--- src/rtl/mem_arbiter_pkg.sv ---
// -----------------------------------------------------------------------------
// mem_arbiter_pkg
//
// Purpose:
//   Shared definitions for the fetch/data memory arbiter:
//   - arbiter state encoding (idle, data access busy, fetch busy)
//   - the word-size MemLen code used for instruction fetches
//   - a saturating 32-bit increment helper for the stall statistics counter
//
// Ports:
//   none (package)
// -----------------------------------------------------------------------------
package mem_arbiter_pkg;

    typedef enum logic [1:0] {
        ST_IDLE  = 2'd0,
        ST_DBUSY = 2'd1,
        ST_IBUSY = 2'd2
    } arb_state_e;

    // Fetches are always full instruction words.
    localparam logic [2:0] MEM_LEN_WORD = 3'b010;

    // Increment that sticks at all-ones instead of wrapping to zero.
    function automatic logic [31:0] sat_inc32(input logic [31:0] value);
        if (value == 32'hFFFF_FFFF) begin
            return value;
        end
        return value + 32'd1;
    endfunction

endpackage : mem_arbiter_pkg

--- src/rtl/mem_arbiter_lat_counter.sv ---
// -----------------------------------------------------------------------------
// mem_arbiter_lat_counter
//
// Purpose:
//   Loadable down-counter that tracks the remaining cycles of the current
//   memory access. Loading has priority over decrementing; the count stops
//   at zero.
//
// Ports:
//   clk       in   clock
//   rst       in   asynchronous, active-low reset (count cleared to 0)
//   load      in   load load_val on the next rising edge
//   load_val  in   CNT_W  value to load
//   dec       in   decrement by one (ignored when the count is already 0)
//   zero      out  count is zero
// -----------------------------------------------------------------------------
module mem_arbiter_lat_counter #(
    parameter int CNT_W = 2
) (
    input  logic             clk,
    input  logic             rst,
    input  logic             load,
    input  logic [CNT_W-1:0] load_val,
    input  logic             dec,
    output logic             zero
);

    logic [CNT_W-1:0] cnt;

    // A load starts a fresh access. Otherwise the counter counts down while
    // an access is busy and then waits at zero.
    always_ff @(posedge clk or negedge rst) begin
        if (!rst) begin
            cnt <= '0;
        end else if (load) begin
            cnt <= load_val;
        end else if (dec && (cnt != '0)) begin
            cnt <= cnt - 1'b1;
        end
    end

    assign zero = (cnt == '0);

endmodule : mem_arbiter_lat_counter

--- src/rtl/mem_arbiter.sv ---
// -----------------------------------------------------------------------------
// mem_arbiter
//
// Purpose:
//   Shares a single-port, fixed-latency backing memory between the IF-stage
//   fetch port and the MEM-stage load/store port. Each access takes LATENCY
//   busy cycles. Read data from the memory is valid in the last busy cycle.
//   Data accesses win over fetches. A fetch already in flight is not
//   preempted, but a branch redirect (if_flush) can drop it. Each port gets a
//   one-cycle ready pulse when its access completes. The pipeline turns a
//   missing ready into a stall.
//
// Ports:
//   clk           in   clock
//   rst           in   asynchronous, active-low reset
//   if_req        in   fetch request, held until if_ready or if_flush
//   if_addr       in   WIDTH  fetch address
//   if_flush      in   drop pending / in-flight fetch
//   if_ready      out  one-cycle pulse, fetch done
//   if_rdata      out  WIDTH  fetched instruction (held after if_ready)
//   d_req         in   data request, held until d_ready
//   d_we          in   1 = store
//   d_len         in   3  access size code, forwarded unchanged
//   d_addr        in   WIDTH  data address
//   d_wdata       in   WIDTH  store data
//   d_ready       out  one-cycle pulse, data access done
//   d_rdata       out  WIDTH  load data (0 for stores, held after d_ready)
//   m_en          out  memory enable
//   m_we          out  memory write enable
//   m_len         out  3  size code to memory
//   m_addr        out  WIDTH  memory address
//   m_wdata       out  WIDTH  memory write data
//   m_rdata       in   WIDTH  memory read data
//   stall_cycles  out  32  saturating count of cycles with an unserved request
// -----------------------------------------------------------------------------
module mem_arbiter
    import mem_arbiter_pkg::*;
#(
    parameter int WIDTH   = 32,
    parameter int LATENCY = 2,
    parameter int CNT_W   = $clog2(LATENCY) + 1
) (
    input  logic             clk,
    input  logic             rst,

    input  logic             if_req,
    input  logic [WIDTH-1:0] if_addr,
    input  logic             if_flush,
    output logic             if_ready,
    output logic [WIDTH-1:0] if_rdata,

    input  logic             d_req,
    input  logic             d_we,
    input  logic [2:0]       d_len,
    input  logic [WIDTH-1:0] d_addr,
    input  logic [WIDTH-1:0] d_wdata,
    output logic             d_ready,
    output logic [WIDTH-1:0] d_rdata,

    output logic             m_en,
    output logic             m_we,
    output logic [2:0]       m_len,
    output logic [WIDTH-1:0] m_addr,
    output logic [WIDTH-1:0] m_wdata,
    input  logic [WIDTH-1:0] m_rdata,

    output logic [31:0]      stall_cycles
);

    localparam logic [CNT_W-1:0] LOAD_VAL = CNT_W'(LATENCY - 1);

    arb_state_e       state;
    logic             cnt_zero;
    logic             grant_d;
    logic             grant_i;
    logic             cnt_load;
    logic             cnt_dec;

    // Command captured at grant time. The requesting stage only has to hold
    // its request stable, so the arbiter keeps its own copy for the whole
    // access.
    logic             cmd_we;
    logic [2:0]       cmd_len;
    logic [WIDTH-1:0] cmd_addr;
    logic [WIDTH-1:0] cmd_wdata;

    logic [WIDTH-1:0] if_rdata_q;
    logic [WIDTH-1:0] d_rdata_q;
    logic [WIDTH-1:0] d_rdata_next;
    logic [31:0]      stall_q;
    logic             stall_now;

    // Grant decision in IDLE: data first. A fetch is only taken when it is
    // not being flushed in the same cycle.
    assign grant_d  = (state == ST_IDLE) && d_req;
    assign grant_i  = (state == ST_IDLE) && !d_req && if_req && !if_flush;
    assign cnt_load = grant_d || grant_i;
    assign cnt_dec  = (state != ST_IDLE);

    mem_arbiter_lat_counter #(
        .CNT_W (CNT_W)
    ) u_lat_counter (
        .clk      (clk),
        .rst      (rst),
        .load     (cnt_load),
        .load_val (LOAD_VAL),
        .dec      (cnt_dec),
        .zero     (cnt_zero)
    );

    // Ready pulses depend only on state, counter and flush, never on the
    // request lines. The stall logic feeds back into the requests, so this
    // keeps the loop open.
    assign d_ready  = (state == ST_DBUSY) && cnt_zero;
    assign if_ready = (state == ST_IBUSY) && cnt_zero && !if_flush;

    // Stores return zero so a stale load value never leaks into the pipeline.
    assign d_rdata_next = cmd_we ? '0 : m_rdata;

    // Read data passes through in the ready cycle and is held afterwards.
    assign d_rdata  = d_ready  ? d_rdata_next : d_rdata_q;
    assign if_rdata = if_ready ? m_rdata      : if_rdata_q;

    // Memory command. Everything is quiet in IDLE. Fetches are word reads.
    always_comb begin
        m_en    = 1'b0;
        m_we    = 1'b0;
        m_len   = 3'b000;
        m_addr  = '0;
        m_wdata = '0;
        case (state)
            ST_DBUSY: begin
                m_en    = 1'b1;
                m_we    = cmd_we;
                m_len   = cmd_len;
                m_addr  = cmd_addr;
                m_wdata = cmd_wdata;
            end
            ST_IBUSY: begin
                m_en    = 1'b1;
                m_len   = MEM_LEN_WORD;
                m_addr  = cmd_addr;
            end
            default: begin
            end
        endcase
    end

    // Arbiter FSM. It captures the granted command and registers read data
    // in the ready cycle. A flush in IBUSY drops the fetch without a ready
    // pulse. Data accesses always run to completion.
    always_ff @(posedge clk or negedge rst) begin
        if (!rst) begin
            state      <= ST_IDLE;
            cmd_we     <= 1'b0;
            cmd_len    <= 3'b000;
            cmd_addr   <= '0;
            cmd_wdata  <= '0;
            if_rdata_q <= '0;
            d_rdata_q  <= '0;
        end else begin
            case (state)
                ST_IDLE: begin
                    if (grant_d) begin
                        cmd_we    <= d_we;
                        cmd_len   <= d_len;
                        cmd_addr  <= d_addr;
                        cmd_wdata <= d_wdata;
                        state     <= ST_DBUSY;
                    end else if (grant_i) begin
                        cmd_we    <= 1'b0;
                        cmd_len   <= MEM_LEN_WORD;
                        cmd_addr  <= if_addr;
                        cmd_wdata <= '0;
                        state     <= ST_IBUSY;
                    end
                end
                ST_DBUSY: begin
                    if (cnt_zero) begin
                        d_rdata_q <= d_rdata_next;
                        state     <= ST_IDLE;
                    end
                end
                ST_IBUSY: begin
                    if (if_flush) begin
                        state <= ST_IDLE;
                    end else if (cnt_zero) begin
                        if_rdata_q <= m_rdata;
                        state      <= ST_IDLE;
                    end
                end
                default: begin
                    state <= ST_IDLE;
                end
            endcase
        end
    end

    // A cycle counts as a stall when either port has a live request that is
    // not being answered this cycle. The counter counts each cycle once, even
    // when both ports wait.
    assign stall_now = (d_req && !d_ready) || (if_req && !if_ready && !if_flush);

    // Saturating stall statistics.
    always_ff @(posedge clk or negedge rst) begin
        if (!rst) begin
            stall_q <= 32'd0;
        end else if (stall_now) begin
            stall_q <= sat_inc32(stall_q);
        end
    end

    assign stall_cycles = stall_q;

endmodule : mem_arbiter

--- config.mk ---
export PLATFORM = sky130hd
export DESIGN_NAME = mem_arbiter
export DESIGN_NICKNAME = d
export VERILOG_FILES = /design/src/rtl/mem_arbiter_pkg.sv /design/src/rtl/mem_arbiter_lat_counter.sv /design/src/rtl/mem_arbiter.sv
export SDC_FILE = /design/constraint.sdc
export NUM_CORES = 1
export LEC_CHECK = 0
export CORE_AREA = 2 2 136 138
export CTS_CLUSTER_SIZE = 24
export DETAILED_ROUTE_END_ITERATION = 7
export DIE_AREA = 0 0 138 140
export PLACE_DENSITY = 0.9
export SYNTH_ARGS = -nofsm -noshare
export SYNTH_HDL_FRONTEND = slang
export SYNTH_SLANG_ARGS = --single-unit
--- constraint.sdc ---
create_clock -name clk -period 2.45 [get_ports clk]
set_clock_uncertainty 0.05 [all_clocks]
set_input_delay 0.245 -clock clk [delete_from_list [all_inputs] [get_ports clk]]
set_output_delay 0.245 -clock clk [all_outputs]
set_load 0.02 [all_outputs]
==> reports/results.txt, run 1 <==
Status: completed
Total gr overflow: 0
CTS sink count: 168
Die area: 19300 um^2
Placed Cells: 1333
Max cap viols: 0
CP Class: reg2out
Post-synth top area cell: dfrtp_1
DRT met1 WL: 8.70 mm
Post-synth ARST share: 100%
Flop2flop setup slack: 0.19 ns
DR pass1 iterations: 5
CTS tree: yes
R2r endpoint: stall_cycles[27]
Highest metal used: met5
Core area: 17800 um^2
Number of remaining DRC errors: 0
Post-synthesis register bit count: 168
Max incr delay on CP: 0.41 ns
Synth warnings: 0
Routed wire length: 22.3 mm
Max VDD drop: 745 uV
WP depth: 6
Setup violations, final: 0
Worst slew pin tran: 0.666 ns
Vias in the first global route: 7074
Global Route Usage Sum: 22.9%
Synth cell count leaders: nand2_1, dfrtp_1, and2_1
Routed vias/inst: 5.12
Clk Latency, worst-skew pair: 0.43 ns
Worst Reg2Reg Path Length in Cells: 7
Post-synth top area share: 54.7%
I/O Pins: 304
Initial antenna violation count: 1
Clock-pin slew of the registers on the worst-case setup and hold paths: 0.07 ns
Pwr per Cell Area: 1170 nW/um^2
Syn Nets: 968
Post-layout minimum cycle time: 2.38 ns
Routed Antenna Nets: 0
Buf/Inv on CP: 3
Synth cell types: 45
RSZ-0062 raised after global routing: yes
Crit start category: register
Synth top area cells: dfrtp_1, nand2_1, and2_1
Routed WL per cell: 16.3 um
Final Cycle Share: 97.3%
Cell family with most CP delay: buffers and inverters
Hold WS: 0.299 ns
CP max stage cell: dfrtp_1
Worst setup EP type: output pin
# diodes: 0
Initial Util: 43.2%
Detail Route met2 WL: 11.2 mm
Count leader, synth: nand2_1
Clk root buf: clkbuf_16
Slew margin rel.: 55.6%
Initial DRC Count: 335
Largest net degree at the start of global routing: 68
Static Leakage: 5.82 nW
Syn avg cell area: 9.32 um^2
CP Cell Sequence: inv_1, ha_1, nand2_2, buf_8, o21ai_0, clkdlybuf4s15_1
Post-placement cell area: 11100 um^2
Crit-path max FO: 25
Global placement routability congestion: 0.939
Layout area overhead: 49.8%
Width of the die: 138 um
DIE HEIGHT: 140 um
Main synth FF type: dfrtp_1
Hpwl dp: 16.3 mm
Final hold violation count: 0
Fin cells: 1366
Worst setup margin: 0.0660 ns
Clk buf depth: 2
Origin of the critical flop-to-flop path: state[1]
Port bufs: 303
Rows: 49
First-pass GRT wire length: 35.8 mm
Postcts setup bufs: 0
Setup WS pre-CTS: 0.0685 ns
Critical Path AT: 2.09 ns
Layout cell share with drive strength beyond 1: 11.9%
Post-route cell area: 11500 um^2
Maximum clock rate: 0.419 GHz
Final #Nets: 1267
Hold Crit Class: in2async
CTS Buf Count: 17
Cells after Synth: 825
Post-synth EDFFs: 0
Sequential cell area fraction in the yosys report: 54.7%
Met3 wire len: 1.63 mm
Syn Std Cell Area: 7690 um^2
CTS H-Tree Depth: 4
Worst path required time: 2.15 ns
Via count: 6995
Max Slew Vio Count: 0
-- per-stage QoR --
stage	utilization [%]	power [W]	TNS, ns
2_1_floorplan	-	0.00812	0
3_3_place_gp	62.3	0.0114	0
3_5_place_dp	62.3	0.0116	0
4_1_cts	65.3	0.0137	0
5_1_grt	64.8	0.0143	-0.0766
6_report	64.8	0.0135	0
-- layer usage --
metal | vias to the layer above | track usage (%)
li1 | 3358 | -
met1 | 3301 | 26.6
met2 | 283 | 38.9
met3 | 51 | 7.04
met4 | 2 | 10.8
met5 | - | 0
-- timing repair --
action / in CTS / in global routing
hold buffers: 1 / 0
endpoints found under the setup margin: 133 / 76
gates resized for setup: 176 / 130
endpoints found under the hold margin: 50 / 0
-- placed cells by master (no fill, tap or decap), types with 8 or more instances in the layout --
cell type,synthesis,routed
clkdlybuf4s50_1,0,168
o21ai_0,36,33
dlygate4sd2_1,0,58
dfrtp_1,168,168
xnor2_1,17,17
and2_1,67,66
clkdlybuf4s15_2,0,17
buf_12,0,8
clkbuf_2,0,35
nor2_1,42,42
nand3_1,13,13
a22o_1,36,36
clkbuf_16,0,17
nand2b_1,33,33
buf_4,0,16
nand2_1,238,236
xor2_1,8,8
nand4_1,12,12
a31oi_1,33,33
dlymetal6s2s_1,0,12
-- registers in the layout (all words and copies together), names as in the netlist --
signal             count
cmd_addr              32
cmd_len                3
cmd_wdata             32
cmd_we                 1
d_rdata_q             32
if_rdata_q            32
stall_cycles          32
state                  2
u_lat_counter.cnt      2
-- worst register-to-register path: cells and delay by family, from the launching register on --
family	cells	cell delay, ns
AND/OR/NAND/NOR	3	1.01
flip-flops	1	0.39
adder cells (fa/ha/maj)	1	0.24
AO/OA/AOI/OAI	1	0.24
XOR/XNOR	1	0.17
buffers and inverters	1	0.08
-- how the worst max path moves through the flow --
stage / from / endpoint / slack, ns
6_report: state[1] / d_rdata[7] / 0.07
5_1_grt: state[1] / d_rdata[7] / -0.02
4_1_cts: state[1] / m_wdata[2] / 0.001
3_5_place_dp: if_flush / if_rdata[13] / 0.07
3_3_place_gp: if_flush / if_rdata[31] / 0.11
2_1_floorplan: stall_cycles[24] / stall_cycles[25] / 0.35
-- layout make-up --
cell class                 count  area (um^2)
multi-input combinational    600         3270
tap                          229          287
clock inverter                15          175
inverter                       7         28.8
sequential                   168         4200
fill                        1403         6260
timing repair buffer         330         3130
clock buffer                  17          425
-- cell families after synthesis --
group	share of synthesized area (%)
AO/OA/AOI/OAI	10.2
buffers and inverters	3.04
flip-flops	54.7
XOR/XNOR	2.85
multiplexers	0.277
adder cells (fa/ha/maj)	0.976
AND/OR/NAND/NOR	28.0
-- where the power goes --
part           internal [W]  leakage, nW  switching (W)
Combinational       0.00265         3.41        0.00379
Clock               0.00146        0.288        0.00125
Sequential          0.00383         2.12       0.000502
(Power assumes the default switching activity.)
==> inputs of run 2 (changes only) <==
Settings changed: CORE_AREA 2 2 136 138 to 2 2 142 144, DIE_AREA 0 0 138 140 to 0 0 144 146, PLACE_DENSITY 0.9 to 0.87.
Clock period 2.45 ns to 2.19 ns, I/O delays scaled along.
==> run 2 against run 1 <==
Net effect: the flow now finishes with violations (negative setup slack); total power grew 19%; combinational power rose by 29%; critical endpoint is now if_rdata[0]; largest cell class unchanged; critical path depth is 4 higher; clock-buffer cell count did not move; routed wire length rose by 13%; cell area is 7.8% higher; first-iteration DRC count grew 7.2%.
==> reports/results.txt, run 2 (synthesized netlist as in run 1, its figures left out) <==
Clk Latency, worst-skew pair: 0.42 ns (about the same)
CTS Buf Count: 17 (unchanged)
Clock-pin slew of the registers on the worst-case setup and hold paths: 0.07 ns (about the same)
Width of the die: 144 um (+4.3%)
Core area: 19300 um^2 (+8.7%)
DR pass1 iterations: 5 (unchanged)
CP max stage cell: dfrtp_1
Worst path required time: 1.92 ns (-0.23 ns)
I/O Pins: 304 (unchanged)
Initial antenna violation count: 0 (-1)
Pwr per Cell Area: 1290 nW/um^2 (+10%)
WP depth: 10 (+4)
FILL cells: 1535 (+9.4%)
Failing checks: negative setup slack
Worst setup EP type: output pin
Crit-path max FO: 7 (-72%)
Initial Util: 39.8% (-3.5 points)
Slew margin rel.: 64.0% (+8.4 points)
Initial DRC Count: 359 (+7.2%)
Hold Crit Class: in2async
Final #Nets: 1305 (+3.0%)
Footprint of the multi-input gates: 3720 um^2 (+14%)
R2r endpoint: stall_cycles[27]
Maximum clock rate: 0.451 GHz
Critical Path AT: 1.95 ns (-0.14 ns)
Crit start category: register
Max incr delay on CP: 0.40 ns (about the same)
Max Slew Vio Count: 0 (unchanged)
Cell family with most CP delay: buffers and inverters
Vias in the first global route: 7348 (+3.9%)
Global placement routability congestion: 0.834 (-11%)
# diodes: 0 (unchanged)
Hpwl dp: 16.2 mm (-0.56%)
Worst Setup SP: state[1]
Final Cycle Share: 101%
Most frequent cells in the layout: nand2_1, dfrtp_1, clkdlybuf4s50_1, and2_1, buf_4
Worst Reg2Reg Path Length in Cells: 9 (+2)
Routed WL per cell: 17.5 um (+7.1%)
CP Class: reg2out
Fin cells: 1440 (+5.4%)
Port bufs: 303 (unchanged)
Number of remaining DRC errors: 0 (unchanged)
Largest net degree at the start of global routing: 68 (unchanged)
Clk buf depth: 2 (unchanged)
Layout area overhead: 61.5%
CTS tree: yes
Final hold violation count: 0 (unchanged)
Flop2flop setup slack: 0.01 ns (-0.18 ns)
Max cap viols: 0 (unchanged)
Routed Antenna Nets: 0 (unchanged)
CTS H-Tree Depth: 4 (unchanged)
Rows: 51 (+4.1%)
Worst setup margin: -0.0280 ns (-0.0939 ns)
Placed Cells: 1384 (+3.8%)
Origin of the critical flop-to-flop path: state[0]
CTS sink count: 168 (unchanged)
Global Route Usage Sum: 22.8% (-0.086 points)
Max VDD drop: 635 uV (-15%)
Reg area: 4200 um^2 (unchanged)
RSZ-0062 raised after global routing: yes
Most common cell after layout, fill and taps aside: nand2_1
Static Leakage: 6.12 nW (+5.2%)
Routed wire length: 25.2 mm (+13%)
Most common cell on crit path: buf_6
DIE HEIGHT: 146 um (+4.3%)
Post-layout minimum cycle time: 2.22 ns
Layout cell share with drive strength beyond 1: 26.4% (+15 points)
Status: finished, violations left
First-pass GRT wire length: 37.9 mm (+5.8%)
Clk root buf: clkbuf_16
Die area: 21000 um^2 (+8.8%)
Setup violations, final: 19 (+19)
Routed vias/inst: 5.12 (about the same)
CP Cell Sequence: buf_6, ha_4, nor2b_4, nand2_4, clkinv_4, buf_6, buf_8, nand2_4, nand2_2, buf_6
Buf/Inv on CP: 5 (+2)
Critical Path End: if_rdata[0]
Total gr overflow: 0 (unchanged)
Setup TNS: -0.225 ns (-0.225 ns)
Worst slew pin tran: 0.535 ns (-0.131 ns)
Via count: 7371 (+5.4%)
==> run 2: cell types whose count changed in the layout (fill, tap and decap cells not counted), sizes merged <==
cell / previous run / this run
buf: 32 / 164
bufinv: 1 / 0
clkbuf: 52 / 22
clkdlybuf4s15: 24 / 9
clkdlybuf4s50: 168 / 167
dlygate4sd2: 58 / 22
dlymetal6s2s: 12 / 0
inv: 14 / 15
==> run 2: routing by layer <==
metal | share of wire (%) | GRT usage [%] | wire [um]
met1 | 38 | 26.8 | 9480
met2 | 51 | 39.5 | 12900
met3 | 7.7 | 6.71 | 1940
met4 | 3.5 | 8.04 | 876
met5 | 0 | 0 | 0
==> run 2: worst reg2reg max path, stage by stage (launching register included) <==
cell,delay [ns]
dfrtp_1,0.41
buf_6,0.14
ha_4,0.18
nand2_8,0.11
buf_6,0.11
a22oi_2,0.07
buf_6,0.15
or3_4,0.43
nor4_4,0.30
xnor2_1,0.16
==> run 2: what timing repair did <==
item,in CTS,in global routing
endpoints found under the setup margin,137,157
buffers inserted,9,10
pin swaps,21,22
endpoints found under the hold margin,51,0
gates cloned,6,2
hold buffers,1,0
gates resized for setup,625,127
==> run 2: worst min path at each step <==
stage	cells past startpoint	startpoint	slack, ns	end
after detailed placement	1	rst	0.17	d_rdata_q[10]
after floorplan	0	rst	-0.13	cmd_addr[0]
final	2	rst	0.27	if_rdata_q[19]
after CTS	2	rst	0.28	d_rdata_q[10]
after global routing	3	if_addr[23]	0.30	cmd_addr[23]
after global placement	1	rst	0.17	d_rdata_q[10]
==> run 2: layout make-up <==
cell class | count | area share (%)
well taps | 265 | 2.67
multi-input cells | 600 | 29.9
clock inverters | 15 | 1.21
repair buffers | 368 | 28.6
inverters | 7 | 0.252
flip-flops and latches | 168 | 33.9
clock buffers | 17 | 3.43
==> run 2: report_power, final <==
group / switching, W / internal [W]
clock: 0.00140 / 0.00152
combinational: 0.00468 / 0.00360
sequential: 0.000549 / 0.00428
==> run 2: metrics by stage <==
stage / hold slack [ns] / cell area (um^2) / worst slack [ns] / power (W) / util, %
floorplan: -0.127 / 7690 / 0.0868 / 0.00908 / -
global placement: 0.165 / 11300 / -0.0776 / 0.0128 / 58.3
detailed placement: 0.169 / 11300 / -0.154 / 0.0131 / 58.3
CTS: 0.283 / 12300 / -0.0852 / 0.0159 / 63.4
global route: 0.301 / 12400 / -0.133 / 0.0170 / 64.2
finish: 0.269 / 12400 / -0.0280 / 0.0160 / 64.2
